===== src/rtl/aes_gcm_phase_sequencer.sv =====
// aes_gcm_phase_sequencer
// Issue controller for the AES-GCM encrypt pipeline. Accepts one GCM job at a
// time and issues one 128-bit beat per cycle into pipeline stage 1:
//   HKEY -> [AAD] -> DATA* -> LEN
// Each beat carries a phase code, CTR counter value and running instance size
// {len(A), len(C)} in bits. Owns the CTR counter and the length computation.
//
// Ports
//   clk, rst_n          clock, async active-low reset
//   i_start / o_start_ready   job handshake (ready in IDLE only)
//   i_iv, i_aad, i_aad_bytes, i_no_data   job descriptor, latched on accept
//   i_pt_data/valid/last/bytes, o_pt_ready   plaintext stream
//   i_pipe_ready        downstream accepts an issue this cycle
//   o_valid, o_phase, o_plain_text, o_aad, o_iv, o_ctr, o_instance_size,
//   o_done              registered beat outputs
//   o_error             sticky counter-overflow flag, cleared on next accept
module aes_gcm_phase_sequencer #(
  parameter logic [31:0] CTR_INIT = 32'd2
) (
  input  logic         clk,
  input  logic         rst_n,
  input  logic         i_start,
  output logic         o_start_ready,
  input  logic [0:95]  i_iv,
  input  logic [0:127] i_aad,
  input  logic [0:4]   i_aad_bytes,
  input  logic         i_no_data,
  input  logic [0:127] i_pt_data,
  input  logic         i_pt_valid,
  input  logic         i_pt_last,
  input  logic [0:4]   i_pt_bytes,
  output logic         o_pt_ready,
  input  logic         i_pipe_ready,
  output logic         o_valid,
  output logic [0:2]   o_phase,
  output logic [0:127] o_plain_text,
  output logic [0:127] o_aad,
  output logic [0:95]  o_iv,
  output logic [0:31]  o_ctr,
  output logic [0:127] o_instance_size,
  output logic         o_done,
  output logic         o_error
);

  typedef enum logic [2:0] {IDLE, HKEY, AAD, DATA, LEN} state_t;

  localparam logic [2:0] PH_HKEY = 3'd1;
  localparam logic [2:0] PH_AAD  = 3'd2;
  localparam logic [2:0] PH_DATA = 3'd3;
  localparam logic [2:0] PH_LEN  = 3'd4;

  // Registered beat presented to stage 2.
  typedef struct packed {
    logic         valid;
    logic [2:0]   phase;
    logic [127:0] payload;
    logic [127:0] aad;
    logic [95:0]  iv;
    logic [31:0]  ctr;
    logic [127:0] isz;
    logic         done;
  } beat_t;

  // Per-job context latched on accept and updated by DATA beats.
  typedef struct packed {
    logic [95:0]  iv;
    logic [127:0] aad;
    logic         has_aad;
    logic         no_data;
    logic [31:0]  ctr;
    logic [63:0]  len_a;
    logic [63:0]  len_c;
    logic         err;
  } job_t;

  state_t       state, state_n;
  job_t         job, job_n;
  beat_t        beat, beat_n;

  logic [4:0]   aad_nb, pt_nb;
  logic [127:0] aad_in, aad_mask;
  logic         ctr_ovf;

  // Byte 0 of the AAD is the most significant byte; bytes at or beyond the
  // clamped length are zeroed so the GHASH input is already padded.
  always_comb begin
    aad_nb   = (i_aad_bytes > 5'd16) ? 5'd16 : i_aad_bytes;
    aad_in   = i_aad;
    aad_mask = aad_in;
    for (int b = 0; b < 16; b++)
      if (5'(b) >= aad_nb) aad_mask[127-8*b -: 8] = 8'h00;
  end

  // Only the last plaintext beat can be partial.
  always_comb begin
    if (!i_pt_last)             pt_nb = 5'd16;
    else if (i_pt_bytes > 5'd16) pt_nb = 5'd16;
    else                         pt_nb = i_pt_bytes;
  end

  assign ctr_ovf = (job.ctr == 32'hFFFF_FFFF);

  always_comb begin
    state_n      = state;
    job_n        = job;
    beat_n       = beat;
    beat_n.valid = 1'b0;
    beat_n.done  = 1'b0;
    case (state)
      IDLE: if (i_start) begin
        job_n.iv      = i_iv;
        job_n.aad     = aad_mask;
        job_n.has_aad = (aad_nb != 5'd0);
        job_n.no_data = i_no_data;
        job_n.ctr     = CTR_INIT;
        job_n.len_a   = {56'd0, aad_nb, 3'b000};
        job_n.len_c   = 64'd0;
        job_n.err     = 1'b0;
        state_n       = HKEY;
      end
      HKEY: if (i_pipe_ready) begin
        beat_n.valid   = 1'b1;
        beat_n.phase   = PH_HKEY;
        beat_n.payload = 128'd0;
        beat_n.ctr     = 32'd0;
        if (job.has_aad)      state_n = AAD;
        else if (!job.no_data) state_n = DATA;
        else                  state_n = LEN;
      end
      AAD: if (i_pipe_ready) begin
        beat_n.valid   = 1'b1;
        beat_n.phase   = PH_AAD;
        beat_n.payload = job.aad;
        beat_n.ctr     = 32'd0;
        state_n        = job.no_data ? LEN : DATA;
      end
      DATA: if (i_pipe_ready && i_pt_valid) begin
        beat_n.valid   = 1'b1;
        beat_n.phase   = PH_DATA;
        beat_n.payload = i_pt_data;
        beat_n.ctr     = job.ctr;
        job_n.ctr      = job.ctr + 32'd1;
        job_n.len_c    = job.len_c + {56'd0, pt_nb, 3'b000};
        // The wrapped counter would reuse a keystream block: flag it and
        // close the job after this beat, dropping the rest of the stream.
        if (ctr_ovf) job_n.err = 1'b1;
        if (i_pt_last || ctr_ovf) state_n = LEN;
      end
      LEN: if (i_pipe_ready) begin
        beat_n.valid   = 1'b1;
        beat_n.phase   = PH_LEN;
        beat_n.payload = {job.len_a, job.len_c};
        beat_n.ctr     = 32'd1;
        beat_n.done    = 1'b1;
        state_n        = IDLE;
      end
      default: state_n = IDLE;
    endcase
    // Side-band fields follow the job context; instance size includes the
    // length contributed by the beat being issued.
    if (beat_n.valid) begin
      beat_n.aad = job.aad;
      beat_n.iv  = job.iv;
      beat_n.isz = {job.len_a, job_n.len_c};
    end
  end

  always_ff @(posedge clk or negedge rst_n) begin
    if (!rst_n) state <= IDLE;
    else        state <= state_n;
  end

  always_ff @(posedge clk or negedge rst_n) begin
    if (!rst_n) begin
      job  <= '0;
      beat <= '0;
    end else begin
      job  <= job_n;
      beat <= beat_n;
    end
  end

  assign o_start_ready   = (state == IDLE);
  assign o_pt_ready      = (state == DATA) && i_pipe_ready;
  assign o_valid         = beat.valid;
  assign o_phase         = beat.phase;
  assign o_plain_text    = beat.payload;
  assign o_aad           = beat.aad;
  assign o_iv            = beat.iv;
  assign o_ctr           = beat.ctr;
  assign o_instance_size = beat.isz;
  assign o_done          = beat.done;
  assign o_error         = job.err;

endmodule


===== config.mk =====
export PLATFORM = sky130hd
export DESIGN_NAME = aes_gcm_phase_sequencer
export DESIGN_NICKNAME = d
export VERILOG_FILES = /design/src/rtl/aes_gcm_phase_sequencer.sv
export SDC_FILE = /design/constraint.sdc
export NUM_CORES = 2
export LEC_CHECK = 0
export CORE_AREA = 2 2 347 349
export CTS_CLUSTER_DIAMETER = 50
export DETAILED_ROUTE_END_ITERATION = 16
export DIE_AREA = 0 0 349 351
export MAX_ROUTING_LAYER = met4
export PLACE_DENSITY = 0.5
export SYNTH_ARGS = -nofsm -noshare
export SYNTH_HDL_FRONTEND = slang
export SYNTH_SLANG_ARGS = --single-unit
export TNS_END_PERCENT = 30

===== constraint.sdc =====
create_clock -name clk -period 2.8 [get_ports clk]
set_clock_uncertainty 0.15 [all_clocks]
set_input_delay 0.7 -clock clk [delete_from_list [all_inputs] [get_ports clk]]
set_output_delay 0.7 -clock clk [all_outputs]
set_load 0.005 [all_outputs]

Yosys cells after proc, flatten, opt, wreduce, memory -nomap -nowiden
Cells that the tools add are included.
{"block": "totals", "register_bits": 789, "inputBits": 369, "elab_cells": 110}
{"block": "op_classes", "add_sub_neg": 2, "order_cmp": 18, "n_eq_ne": 13, "mux": 45, "n_reduce_logical": 15}
{"operator": "$mux 132", "n": 4}
{"operator": "$pmux 132 s4", "n": 1}
{"operator": "$mux 161", "n": 1}
{"operator": "$pmux 65 s2", "n": 1}
{"operator": "$mux 32", "n": 4}
{"operator": "$mux 8", "n": 16}
{"operator": "$pmux 32 s3", "n": 1}
{"operator": "$mux 65", "n": 1}
{"operator": "$add 64x8->64", "n": 1}
{"operator": "$pmux 32 s2", "n": 1}
{"operator": "$ge 4x5->1 const A", "n": 8}
{"operator": "$add 32x1->32 const B", "n": 1}
{"operator": "$eq 32x32->1 const B", "n": 1}
{"operator": "$mux 3", "n": 8}
{"operator": "$ge 3x5->1 const A", "n": 4}
{"operator": "$mux 5", "n": 3}
{"operator": "$pmux 3 s5", "n": 1}
{"operator": "$ne 2x2->1 const B", "n": 7}
{"operator": "$ge 1x5->1 const A", "n": 2}
{"operator": "$ge 2x5->1 const A", "n": 2}
{"operator": "$gt 5x5->1 const B", "n": 2}
{"operator": "$reduce_and 4->1", "n": 2}
{"operator": "$eq 3x2->1 const B", "n": 2}
{"operator": "$reduce_and 6->1", "n": 1}
{"operator": "15 further kinds", "n": 18}

Logic depth before layout (Yosys ltp)
{"block": "depth", "depth_word": 6, "mapped_depth": 12}

Worst setup path after synthesis
Ideal clock, no wire load.
{"block": "synth_timing", "kind": "input to register", "from": "in i_pt_last", "to": "reg beat, in the netlist o_instance_size[82]", "setup_time_ps": 87, "t_arrival_ps": 3001, "path_slack_ps": -438, "cell_stages": 11, "path_cell_list": "nor2b_1 > and2_1 > ha_1 > inv_1 > fa_1 > nor2b_1 > o31a_1 > o211ai_1 > or3_1 > or3_1 > o211ai_1"}
{"block": "synth_between", "elab_chain_len": 4}
{"item": "start, declared", "line": "30", "source": "input logic i_pt_last,"}
{"item": "$mux 5", "line": "96", "source": "if (!i_pt_last) pt_nb = 5'd16;"}
{"item": "$add 64x8->64", "line": "143", "source": "job_n.len_c = job.len_c + {56'd0, pt_nb, 3'b000};"}
{"item": "$mux 65", "line": "137", "source": "DATA: if (i_pipe_ready && i_pt_valid) begin"}
{"item": "$pmux 65 s2", "line": "109", "source": "case (state)"}
{"item": "end signal, assigned", "line": "179", "source": "beat <= beat_n;"}
{"item": "end, declared", "line": "78", "source": "beat_t beat, beat_n;"}
Every way passes these cells. The select of a mux whose other input is x is not followed.
A chain may end at the register's enable or synchronous reset.

Final worst setup path
Same ends and word-level chain as after synthesis.

==> report_table.html <==
<table>
<tr><th>Metric</th><th>Value</th></tr>
<tr><th colspan="2">Yosys</th></tr>
<tr><td>Proportion of synthesized area in mux cells</td><td>0.006713</td></tr>
<tr><td>Synthesized-area fraction occupied by adder cells</td><td>0.002866</td></tr>
<tr><td>Gate count of the mapped netlist</td><td>3,362</td></tr>
<tr><td>Fraction of the mapped netlist area in simple logic gates</td><td>0.1892</td></tr>
<tr><td>Largest family of logic cells by synthesized area</td><td>simple AND/OR/NAND/NOR gates</td></tr>
<tr><td>EDFF count, synth</td><td>0</td></tr>
<tr><td>Share of the synthesized netlist area taken by xor and xnor gates</td><td>0.007920</td></tr>
<tr><td>Seq/Total Area, Yosys</td><td>0.5951</td></tr>
<tr><td>Share of the synthesized area in compound gates (AO/OA/AOI/OAI)</td><td>0.1484</td></tr>
<tr><td>Area of the mapped netlist</td><td>33,180 sq um</td></tr>
<tr><td>Average footprint of a synthesized cell</td><td>9.868 sq um</td></tr>
<tr><td>Synth Register Bits</td><td>789</td></tr>
<tr><td>Number of different library cells in the post-synthesis netlist</td><td>73</td></tr>
<tr><td>Yosys Warn Count</td><td>0</td></tr>
<tr><td>Async set or reset register ratio after synthesis</td><td>1.000</td></tr>
<tr><td>Ys flop type</td><td>sky130_fd_sc_hd__dfrtp_1</td></tr>
<tr><th colspan="2">Worst hold path</th></tr>
<tr><td>End point of the worst hold path</td><td>o_iv[8]</td></tr>
<tr><td>Worst min-delay path class</td><td>reg2reg</td></tr>
<tr><td>Hold depth</td><td>2</td></tr>
<tr><td>Hold path startpoint</td><td>job[378]</td></tr>
<tr><th colspan="2">Place</th></tr>
<tr><td>Placed Area</td><td>45,250 sq um</td></tr>
<tr><td>Placer congestion estimate</td><td>0.8640</td></tr>
<tr><td>Dpl cells</td><td>5,787</td></tr>
<tr><td>HPWL after detailed placement</td><td>101,900 um</td></tr>
<tr><td>Input/output buffers</td><td>829</td></tr>
<tr><th colspan="2">Timing</th></tr>
<tr><td>Final Max Tran Viols</td><td>0</td></tr>
<tr><td>Final total negative setup slack</td><td>-0.07353 ns</td></tr>
<tr><td>Worst-case setup margin in the final layout</td><td>-0.03765 ns</td></tr>
<tr><td>Least-Margin Pin Slew</td><td>0.9566 ns</td></tr>
<tr><td>Number of endpoints failing setup at the final stage</td><td>2</td></tr>
<tr><td>Worst max-slew margin expressed relative to the limit</td><td>0.3599</td></tr>
<tr><td>Share of the clock period used by the worst path after layout</td><td>1.013</td></tr>
<tr><td>Hold violation count in the final report</td><td>0</td></tr>
<tr><td>Achievable Freq</td><td>0.3524 GHz</td></tr>
<tr><td>Post-layout minimum cycle time</td><td>2.838 ns</td></tr>
<tr><td>RSZ-0062 raised after global routing</td><td>yes</td></tr>
<tr><th colspan="2">Floorplan</th></tr>
<tr><td>Die X-Extent</td><td>349 um</td></tr>
<tr><td>Area of the die</td><td>122,500 sq um</td></tr>
<tr><td>Top-Level Pins</td><td>889</td></tr>
<tr><td>Count of standard-cell rows</td><td>127</td></tr>
<tr><td>Starting density of the core</td><td>0.2788</td></tr>
<tr><td>Die Y-Extent</td><td>351 um</td></tr>
<tr><td>Core area</td><td>119,000 sq um</td></tr>
<tr><th colspan="2">Cells and area</th></tr>
<tr><td>Proportion of layout cells with a drive suffix above 1</td><td>0.1309</td></tr>
<tr><td>Area added between synthesis and finish</td><td>49.76%</td></tr>
<tr><td>Fin cells</td><td>6,031</td></tr>
<tr><td>Total Nets Final</td><td>4,743</td></tr>
<tr><td>Fill cell count</td><td>11,590</td></tr>
<tr><td>Final instance area</td><td>49,690 sq um</td></tr>
<tr><td>Most frequent cells in the layout</td><td>sky130_fd_sc_hd__nand2_1 (1,195), sky130_fd_sc_hd__clkdlybuf4s50_1 (821), sky130_fd_sc_hd__dfrtp_1 (787)</td></tr>
<tr><td>End-of-flow core utilization</td><td>0.4175</td></tr>
<tr><td>Most frequent standard cell in the layout excluding fill and tap cells</td><td>sky130_fd_sc_hd__nand2_1</td></tr>
<tr><th colspan="2">Power and ir drop</th></tr>
<tr><td>Post-layout total power</td><td>51.38 mW</td></tr>
<tr><td>Part of the power in the clock network</td><td>0.302</td></tr>
<tr><td>Design internal power</td><td>33.73 mW</td></tr>
<tr><td>Combinational cell fraction of total power</td><td>0.344</td></tr>
<tr><td>Reported leakage power</td><td>23.66 nW</td></tr>
<tr><td>Net switching power</td><td>17.65 mW</td></tr>
<tr><td>Power density over the cells</td><td>1034 nW/um^2</td></tr>
<tr><td>Sequential share of power</td><td>0.354</td></tr>
<tr><td>Maximum resistive drop on vdd</td><td>0.0005780 V</td></tr>
<tr><td>Switching share of power</td><td>0.3435</td></tr>
<tr><th colspan="2">Clock tree</th></tr>
<tr><td>Clock buffers created by TritonCTS</td><td>117</td></tr>
<tr><td>Clock root buffer</td><td>sky130_fd_sc_hd__clkbuf_16</td></tr>
<tr><td>Clock transition time at the flip-flop clock pins of the worst setup and hold paths</td><td>0.06 ns</td></tr>
<tr><td>Clock tree from TritonCTS</td><td>built</td></tr>
<tr><td>Worst-Skew Late Latency</td><td>0.71 ns</td></tr>
<tr><td># H-tree levels</td><td>3</td></tr>
<tr><td>Max Buffers Root-to-Sink</td><td>3</td></tr>
<tr><td>Clock net sink count</td><td>789</td></tr>
<tr><th colspan="2">Setup path</th></tr>
<tr><td>Endpoint of the lowest-slack register-to-register path</td><td>o_instance_size[82]</td></tr>
<tr><td>Worst Reg2Reg Path Length in Cells</td><td>9</td></tr>
<tr><td>Worst EP arrival</td><td>3.30 ns</td></tr>
<tr><td>Worst reg2reg setup slack</td><td>0.06 ns</td></tr>
<tr><td>Critical path start-end classification</td><td>in2reg</td></tr>
<tr><td>Reg-to-Reg Start</td><td>job[4]</td></tr>
<tr><td>Kind of end point of the critical path</td><td>flop</td></tr>
<tr><td>Crit path required time</td><td>3.26 ns</td></tr>
<tr><td>Critical path peak fanout</td><td>4</td></tr>
<tr><td>Critical path startpoint category</td><td>input port</td></tr>
<tr><th colspan="2">GRT</th></tr>
<tr><td>Number of global-route vias before repair</td><td>29,430</td></tr>
<tr><td>Pin count of the biggest net entering global routing</td><td>98</td></tr>
<tr><td>Global route total overflow</td><td>0</td></tr>
<tr><td>Global routing usage summed across all routing layers</td><td>0.2281</td></tr>
<tr><td>Number of antenna violations at the first check in global routing</td><td>17</td></tr>
<tr><td>Global-route wire length before repair</td><td>203,300 um</td></tr>
<tr><th colspan="2">Detailed routing</th></tr>
<tr><td>Length of the first detailed-routing pass in iterations</td><td>8</td></tr>
<tr><td>Average wire per standard cell</td><td>23.03 um</td></tr>
<tr><td>Total routed wirelength</td><td>138,900 um</td></tr>
<tr><td>Number of vias after detailed routing</td><td>29,290</td></tr>
<tr><td>Violation count after the first detailed-routing iteration</td><td>2,440</td></tr>
<tr><td>Antenna-violating nets left</td><td>0</td></tr>
<tr><td>Number of remaining DRC errors</td><td>0</td></tr>
<tr><td>Routed via count divided by cell count</td><td>4.857</td></tr>
<tr><th colspan="2">Status</th></tr>
<tr><td>Result of the run</td><td>finished with violations</td></tr>
<tr><td>Violated checks</td><td>negative setup slack</td></tr>
<tr><th colspan="2">Flow run</th></tr>
<tr><td>MaxCap Viol Count</td><td>0</td></tr>
</table>
[cells in the mapped netlist (all sizes together), types with 3 or more instances]
cell | count | area [sq um]
and2 | 15 | 93.84
a211o | 3 | 26.28
o31a | 5 | 43.79
a31oi | 24 | 150.1
or3 | 17 | 106.4
nor3 | 25 | 125.1
dfrtp | 789 | 19740
and3 | 13 | 81.33
mux2 | 18 | 202.7
nor2 | 78 | 292.8
nor2b | 4 | 25.02
a22o | 178 | 1559
a222oi | 59 | 590.6
o21a | 3 | 22.52
a22oi | 4 | 30.03
buf | 88 | 581.8
o31ai | 7 | 52.55
a2111oi | 6 | 90.09
a21oi | 50 | 254.0
xnor2 | 10 | 87.58
nand2 | 1198 | 4497
a21o | 32 | 240.2
and4 | 12 | 105.1
o311ai | 3 | 26.28
a221o | 87 | 870.8
o211ai | 10 | 75.07
clkbuf | 201 | 758.2
a211oi | 6 | 55.05
ha | 6 | 75.07
inv | 82 | 307.8
or4 | 6 | 45.04
nor4 | 21 | 143.9
nor3b | 11 | 82.58
nand3 | 69 | 350.3
o21ai | 128 | 640.6
o2111ai | 4 | 35.03
nand4 | 42 | 281.5
xor2 | 20 | 175.2
[power groups by stage]
stage                     sequential (mW)  combinational, mW  clock (mW)
after floorplan                      17.8               7.29           0
after global placement               18.3               17.7           0
after detailed placement             18.3               17.8           0
after CTS                            18.2               17.9        15.9
after global routing                 18.7               19.4        16.4
final                                18.2               17.7        15.5
[critical path, cell delays in order]
cell	delay (ns)
sky130_fd_sc_hd__buf_8	0.08
sky130_fd_sc_hd__nor2b_4	0.25
sky130_fd_sc_hd__and2_4	0.19
sky130_fd_sc_hd__ha_4	0.12
sky130_fd_sc_hd__inv_2	0.03
sky130_fd_sc_hd__fa_2	0.36
sky130_fd_sc_hd__nor2b_4	0.14
sky130_fd_sc_hd__o31a_1	0.27
sky130_fd_sc_hd__o211ai_1	0.23
sky130_fd_sc_hd__or3_4	0.48
sky130_fd_sc_hd__or3_4	0.34
sky130_fd_sc_hd__o211ai_1	0.08
[per-layer routing]
metal / up-vias / wire (um) / track usage
li1: 13540 / - / -
met1: 14540 / 60000 / 0.2928
met2: 1013 / 64070 / 0.3524
met3: 197 / 10930 / 0.06388
met4: 0 / 3900 / 0.06263
met5: - / 0 / -
[kinds of logic (layout without fill, tap and decap cells)]
family                     after synthesis  after routing
and+or+nand+nor                       1517           1517
DFF                                    789            789
AOI/OAI and AO/OA                      627            627
buffers and inverters                  371           1421
xor gates and xnor gates                30             30
muxes                                   20             20
adders and majority gates                7              7
other                                    1             72
[layout make-up]
| type | instances | area (sq um) | share of cell area |
|---|---|---|---|
| antenna | 13 | 32.53 | 0.0006547 |
| clock buffer | 147 | 3232 | 0.06505 |
| clock inverter | 75 | 924.6 | 0.01861 |
| inverter | 82 | 315.3 | 0.006346 |
| multi-input combinational | 2260 | 12290 | 0.2473 |
| sequential | 789 | 19750 | 0.3974 |
| tap | 1548 | 1937 | 0.03898 |
| timing repair buffer | 1117 | 11210 | 0.2256 |
[worst max-delay path by stage]
stage	from	to	slack (ns)	cells after the start
CTS	i_pt_last	o_instance_size[82]	0.006	12
finish	i_pt_last	o_instance_size[82]	-0.04	12
floorplan	i_pt_last	o_instance_size[82]	-0.34	11
detailed placement	i_pt_last	o_instance_size[80]	-1.48	12
global route	i_pt_last	job[54]	-0.05	12
global placement	i_pt_last	o_instance_size[80]	-1.36	12
[registers in the layout, summed over array words and instances, names as in the netlist]
| name | count |
|---|---|
| job | 327 |
| o_aad | 128 |
| o_ctr | 32 |
| o_done | 1 |
| o_error | 1 |
| o_instance_size | 69 |
| o_iv | 96 |
| o_phase | 3 |
| o_plain_text | 128 |
| o_valid | 1 |
| state | 3 |
[stage by stage]
step | hold WS [ns] | worst slack [ns]
finish | 0.3091 | -0.03765
global placement | 0.2968 | -1.364
floorplan | 0.2544 | -0.3441
detailed placement | 0.2985 | -1.485
global route | 0.3178 | -0.05315
CTS | 0.3015 | 0.006360
[timing repair]
| action | 4_1_cts | 5_1_grt |
|---|---|---|
| hold buffers | 1 | 0 |
| endpoints found under the setup margin | 115 | 41 |
| gates cloned | 0 | 0 |
| pin swaps | 9 | 17 |
| setup buffers | 4 | 4 |
| hold endpoints to repair | 15 | 0 |
| gates resized for setup | 32 | 28 |
Power figures use the tool's default switching activity.
